### config.mk
export PLATFORM = sky130hd
export DESIGN_NAME = demux1to4_stream_flat
export DESIGN_NICKNAME = d
export VERILOG_FILES = /design/src/rtl/demux1to4_stream_if.sv /design/src/rtl/demux1to4_stream.sv /design/src/flat_wrapper.sv
export SDC_FILE = /design/constraint.sdc
export NUM_CORES = 1
export LEC_CHECK = 0
export ABC_AREA = 1
export BUFFER_PORTS_ARGS = -buffer_cell sky130_fd_sc_hd__clkbuf_2
export CORE_ASPECT_RATIO = 0.5
export CORE_MARGIN = 2
export CORE_UTILIZATION = 47
export DETAILED_ROUTE_END_ITERATION = 8
export GPL_TIMING_DRIVEN = 0
export PLACE_DENSITY = 0.86
export REMOVE_ABC_BUFFERS = 1
export SLEW_MARGIN = 20
export SYNTH_ARGS = -nofsm -noshare
export SYNTH_HDL_FRONTEND = slang
export SYNTH_SLANG_ARGS = --single-unit
### constraint.sdc
create_clock -name clk -period 1.81 [get_ports clk]
set_input_delay 0.4525 -clock clk [delete_from_list [all_inputs] [get_ports clk]]
set_output_delay 0.4525 -clock clk [all_outputs]
set_load 0.005 [all_outputs]
### src/rtl/demux1to4_stream_if.sv
// Bundles the routed input stream and the four output channels of demux1to4_stream.
// No logic of its own. Everything is declared here and driven by the endpoints.
// master drives the input beat and the sink readies; slave is the router side.
interface demux1to4_stream_if #(
    parameter int DW = 8
);
    logic            in_valid;
    logic            in_ready;
    logic [DW-1:0]   in_data;
    logic [1:0]      in_sel;
    logic [3:0]      out_valid;
    logic [3:0]      out_ready;
    logic [4*DW-1:0] out_data;
    logic [31:0]     out_cnt;

    // Source of the input beat, and owner of the four sinks.
    modport master (
        output in_valid,
        output in_data,
        output in_sel,
        output out_ready,
        input  in_ready,
        input  out_valid,
        input  out_data,
        input  out_cnt
    );

    // The router itself.
    modport slave (
        input  in_valid,
        input  in_data,
        input  in_sel,
        input  out_ready,
        output in_ready,
        output out_valid,
        output out_data,
        output out_cnt
    );
endinterface

### src/rtl/demux1to4_stream.sv
// Routes one valid/ready stream to one of four output channels, each with its own register and a pop counter.
// Latency is 1 cycle from the input handshake to out_valid/out_data. All outputs come from registers.
// in_ready follows only the selected channel: it is low while that channel is full and its sink is not ready.
module demux1to4_stream #(
    parameter int DW = 8
) (
    input  logic               clk,
    input  logic               rst_n,
    demux1to4_stream_if.slave  bus
);
    typedef enum logic {
        EMPTY = 1'b0,
        FULL  = 1'b1
    } ch_state_t;

    ch_state_t       ch_state [4];
    logic [DW-1:0]   ch_dat   [4];
    logic [7:0]      ch_cnt   [4];

    logic            in_hs;
    logic [3:0]      load;
    logic [3:0]      pop;

    // The selected channel can take a beat if it is empty, or if it is being drained in this same cycle.
    always_comb begin
        bus.in_ready = rst_n & ((ch_state[bus.in_sel] == EMPTY) | bus.out_ready[bus.in_sel]);
    end

    // Per-channel load and pop strobes.
    always_comb begin
        in_hs = bus.in_valid & bus.in_ready;
        load  = '0;
        pop   = '0;
        for (int k = 0; k < 4; k++) begin
            load[k] = in_hs & (bus.in_sel == 2'(k));
            pop[k]  = (ch_state[k] == FULL) & bus.out_ready[k];
        end
    end

    // Flatten the channel registers onto the output buses.
    always_comb begin
        bus.out_valid = '0;
        bus.out_data  = '0;
        bus.out_cnt   = '0;
        for (int k = 0; k < 4; k++) begin
            bus.out_valid[k]          = (ch_state[k] == FULL);
            bus.out_data[k*DW +: DW]  = ch_dat[k];
            bus.out_cnt[k*8 +: 8]     = ch_cnt[k];
        end
    end

    // Channel state machines, data registers and delivery counters.
    // A pop in the reset cycle is dropped along with everything else.
    always_ff @(posedge clk) begin
        if (!rst_n) begin
            for (int k = 0; k < 4; k++) begin
                ch_state[k] <= EMPTY;
                ch_dat[k]   <= '0;
                ch_cnt[k]   <= '0;
            end
        end else begin
            for (int k = 0; k < 4; k++) begin
                case (ch_state[k])
                    EMPTY: begin
                        if (load[k]) begin
                            ch_dat[k]   <= bus.in_data;
                            ch_state[k] <= FULL;
                        end
                    end
                    FULL: begin
                        // In the full state, a load can only happen alongside a pop, so the register refills back-to-back.
                        if (load[k]) begin
                            ch_dat[k] <= bus.in_data;
                        end else if (pop[k]) begin
                            ch_state[k] <= EMPTY;
                        end
                    end
                    default: ch_state[k] <= EMPTY;
                endcase
                if (pop[k]) begin
                    ch_cnt[k] <= ch_cnt[k] + 8'd1;
                end
            end
        end
    end
endmodule

### src/flat_wrapper.sv
// flat-port wrapper written by rule: the top's interface ports become plain ports
module demux1to4_stream_flat 
#(
    parameter int DW = 8
)
  (clk, rst_n, bus_in_valid, bus_in_data, bus_in_sel, bus_out_ready, bus_in_ready, bus_out_valid, bus_out_data, bus_out_cnt);
  demux1to4_stream_if #(.DW(DW)) bus_i ();
  input  logic clk;
  input  logic rst_n;
  input wire logic [$bits(bus_i.in_valid)-1:0] bus_in_valid;
  input wire logic [$bits(bus_i.in_data)-1:0] bus_in_data;
  input wire logic [$bits(bus_i.in_sel)-1:0] bus_in_sel;
  input wire logic [$bits(bus_i.out_ready)-1:0] bus_out_ready;
  output wire logic [$bits(bus_i.in_ready)-1:0] bus_in_ready;
  output wire logic [$bits(bus_i.out_valid)-1:0] bus_out_valid;
  output wire logic [$bits(bus_i.out_data)-1:0] bus_out_data;
  output wire logic [$bits(bus_i.out_cnt)-1:0] bus_out_cnt;
  assign bus_i.in_valid = bus_in_valid;
  assign bus_i.in_data = bus_in_data;
  assign bus_i.in_sel = bus_in_sel;
  assign bus_i.out_ready = bus_out_ready;
  assign bus_in_ready = bus_i.in_ready;
  assign bus_out_valid = bus_i.out_valid;
  assign bus_out_data = bus_i.out_data;
  assign bus_out_cnt = bus_i.out_cnt;
  demux1to4_stream #(.DW(DW)) u_core (.clk(clk), .rst_n(rst_n), .bus(bus_i));
endmodule
# After elaboration in Yosys (flattened, before gate mapping)
# Memories as Yosys holds them, arrays and structs flattened.
# Cells that the tools add are included.
[word_totals]
ff_bits = 0
ram_bits = 68
in_bits = 17
out_inout_bits = 69
wordCells = 123
n_memories = 3
[mem_list]
columns = ["memory", "words", "word_bits", "read_ports", "rd_clocked_by_memory_dff", "write_ports", "line_no", "source"]
rows = [
  ["u_core.ch_cnt", 4, 8, 4, 0, 4, "demux1to4_stream.sv:18", "logic [7:0] ch_cnt [4];"],
  ["u_core.ch_dat", 4, 8, 4, 0, 4, "demux1to4_stream.sv:17", "logic [DW-1:0] ch_dat [4];"],
  ["u_core.ch_state", 4, 1, 5, 0, 4, "demux1to4_stream.sv:16", "ch_state_t ch_state [4];"],
]
[op_classes]
addsub = 4
order_cmp = 1
n_eq_ne = 3
n_mux = 79
bitwise = 32
n_reduce_logical = 1
[op_table]
columns = ["op", "count"]
rows = [
  ["$mux W8", 12],
  ["$mux W1", 66],
  ["$add A8 B1 Y8 const B", 4],
  ["$or A1 B1 Y1", 21],
  ["$and A1 B1 Y1", 10],
  ["$eq A2 B2 Y1 const B", 2],
  ["$lt A2 B3 Y1 const B", 1],
  ["$bmux W1 S2", 1],
  ["$eq A2 B1 Y1 const B", 1],
  ["$logic_not A2 Y1", 1],
  ["$not A1 Y1", 1],
]

# Longest topological paths before layout
[logic_depth]
ltp_word = 12
ltp_mapped = 11
mapped_depth_nobuf = 10

# Worst setup path after synthesis
# Ideal clock, no wire load.
[synth_path]
path_kind = "input -> register"
from = "input bus_in_sel[0]"
to = "memory u_core.ch_dat[1][0] (enable)"
setup_time_ns = 0.329
arrival_ns = 1.482
required_ns = 1.481
slack_ns = -0.001
path_stages = 8
n_path_buf = 1
cell_sequence = "buf_6 -> nor2_1 -> nand2_1 -> nand2_1 -> nor2_1 -> a21oi_4 -> nand3_2 -> nand2_1"
[synth_rtl]
columns = ["item", "line_no", "source"]
rows = [
  ["start: declaration", "flat_wrapper.sv:12", "input wire logic [$bits(bus_i.in_sel)-1:0] bus_in_sel;"],
  ["end: declaration", "demux1to4_stream.sv:17", ""],
]

==> flow_summary.ini <==
[clock_tree]
cts_root_buffer = clkbuf_16
cts_hold_buf = 0
insertion_delay_ps = 330
clkTransAtPathRegs_ps = 60
cts_tree = done
clockBufferDepth = 2
numCtsBuffers = 9
htreeDepth = 3
cts.sinks = 68

[timing]
max-slew-margin-rel = 0.7340
slew_viol_final = 0
post-route-period-util = 1.011
rsz0062_at_grt = yes
fmax_ghz = 0.5464
period_needed_ps = 1830
setup_slack_ps = -20.10
hold_viol = 0
setup_violations = 1
worstMarginPinSlew_ps = 398.1
clock_skew_ps = 6.123

[floorplan]
die_y_um = 60.93
start_util = 0.4949
fp.coreArea_um2 = 6156
rows = 20
die-area_um2 = 7181
pin_count = 86
die_w_um = 117.9

[pwr]
leakage_uw = 0.001746
p_clk_frac = 0.465
netSwitchingPower_uw = 859.7
fin_total_pwr_uw = 3974
swShare = 0.2163
p_per_area_nw_per_um2 = 1025
pwr-share-comb = 0.067
internal_power_uw = 3115
ir_drop_mv = 0.5593
seq_power_share = 0.468

[synth]
syn-cell-area_um2 = 3047
yosys_warnings = 0
synth_largest_area_cell = edfxtp_1
synth_edf_count = 65
synth.distinct_cells = 23
netlist.area_leader.share = 0.6407
yosysMostFrequentCell = edfxtp_1
yosys-top-cells-count = edfxtp_1, nor2_1, nand2_1
async_flop_share = 0
avgSynthCellArea_um2 = 10.47
synth_ff_type = edfxtp_1
synthCells = 291
synth_area_leaders = edfxtp_1, nor2_1, nand2_1, inv_1, a21oi_1
ys_ff_latch = 68
yosysSeqAreaShare = 0.6604

[global_route]
grt_pass1_vias = 2226
antenna_found_initial = 0
busiest_layer = met2
use_met1 = 0.2242
grt_use_met2 = 0.3547
grt-ovfl-total = 0
groute.usage.overall = 0.1991
grt_pass1_wl_um = 10560
grtUsageMet3 = 0.06297
grt_max_degree = 16

[route]
routed_wl_um = 6420
dr_total_vias = 2344
first_pass_iters = 4
ant_nets = 0
wl_per_cell_um = 13.54
via_per_inst = 4.945
drcViolationCount = 0
drt-initial-drc-count = 140

[finish]
final_cells = 474
finalNetCount = 402
areaGrowthSynthToFinish_pct = 27.23
antennaDiodeCount = 0
final_util = 0.6297
drive_gt1_frac = 0.2902
fillCellCount = 497

[status]
violations = setup timing
outcome = complete, but fails checks

[worst_setup_path]
endpoint_kind = primary output
reg2reg_from = u_core.ch_state[3]$_SDFFCE_PP0P_
cp_max_fo = 4
cp-start-kind = flop
worstRegToRegCells = 7
reg2reg_setup_slack_ps = 90
arrival_ps = 1380
reg2reg_to = u_core.ch_dat[1][4]$_SDFFCE_PN0P_
crit_type = flop to primary output
required_ps = 1360

[job]
maxCapViolCount = 0

[hold_path]
whs_path_depth = 2
hp-class = input pin to flop
min_to = u_core.ch_state[2]$_DFF_P_
min_from = bus_out_ready[2]

[place]
hpwlAfterDp_um = 4563
place_inst = 457
io_buffer_count = 85
routabilityCongestion = 0.8321
==> worst max-delay path: stages, from the launching register on <==
cell,delay [ps]
edfxtp_1,410
nand2_1,80
nand2_1,50
nand2_1,70
nand2_2,80
a21oi_4,200
buf_2,160
==> how the worst max path moves through the flow <==
stage	from	end	slack [ps]	depth (start not counted)
2_1_floorplan	bus_in_sel[0]	u_core.ch_dat[1][0]$_SDFFCE_PN0P_	120	7
3_3_place_gp	bus_in_sel[0]	u_core.ch_dat[2][2]$_SDFFCE_PN0P_	-310	9
3_5_place_dp	bus_in_sel[0]	u_core.ch_dat[2][2]$_SDFFCE_PN0P_	-390	9
5_1_grt	u_core.ch_state[3]$_SDFFCE_PP0P_	bus_in_ready	-90	6
6_report	u_core.ch_state[3]$_SDFFCE_PP0P_	bus_in_ready	-20	6
4_1_cts	u_core.ch_state[3]$_SDFFCE_PP0P_	bus_in_ready	6	6
==> registers in the layout, indices dropped and copies added, names as in the netlist <==
signal,flops
u_core.ch_cnt,32
u_core.ch_state,4
u_core.ch_dat,32
==> layout by cell type (no fill, tap or decap), drive strengths merged, types with 3 or more instances in the layout <==
master,count
clkbuf,94
edfxtp,65
nor2,63
nand2,51
inv,37
a21oi,15
nand3,14
o21ai,10
nor3,8
nand4,5
xor2,4
ha,4
dfxtp,3
==> power groups by stage <==
stage	Combinational [µW]	Clock (µW)	Sequential [µW]
6_report	267	1850	1860
5_1_grt	300	1950	1870
4_1_cts	267	1850	1860
3_5_place_dp	258	0	1890
3_3_place_gp	251	0	1890
2_1_floorplan	109	0	1890
==> repair_timing <==
action	in CTS	in global routing
buffers inserted	1	0
pin swaps	2	0
gates resized for setup	4	4
endpoints found under the setup margin	33	33
==> stage by stage <==
stage | setup slack (ps) | hold WS (ps) | cell area [µm²] | TNS [ps]
after CTS | 6.381 | 343.4 | 3869 | 0
after global routing | -93.41 | 357.2 | 3876 | -400.9
after global placement | -310.0 | 485.3 | 3533 | -8968
final | -20.10 | 347.7 | 3876 | -20.10
after detailed placement | -386.9 | 497.5 | 3533 | -10590
after floorplan | 117.8 | 476.7 | 2998 | 0
==> cell type report <==
cell class / instances / area [µm²] / area share
Sequential cell: 68 / 2012 / 0.5190
Timing Repair Buffer: 86 / 435.4 / 0.1123
Tap cell: 88 / 110.1 / 0.02841
Clock inverter: 6 / 88.84 / 0.02292
Clock buffer: 10 / 229.0 / 0.05907
Multi-Input combinational cell: 179 / 862.1 / 0.2224
Inverter: 37 / 138.9 / 0.03583
==> cells by family after synthesis <==
kind of cell | after synthesis | synth area share
buffers and inverters | 44 | 0.06160
and+or+nand+nor | 145 | 0.2029
DFF | 68 | 0.6604
AOI/OAI and AO/OA | 26 | 0.04723
adders and majority gates | 4 | 0.01643
xor gates and xnor gates | 4 | 0.01150
==> per-layer routing <==
layer  vias to the layer above  share of wire
met2                        65           0.50
li1                       1153              -
met5                         -              0
met1                      1107           0.43
met3                        19          0.043
met4                         0          0.027
No activity file was read; power rests on OpenSTA's default activity.
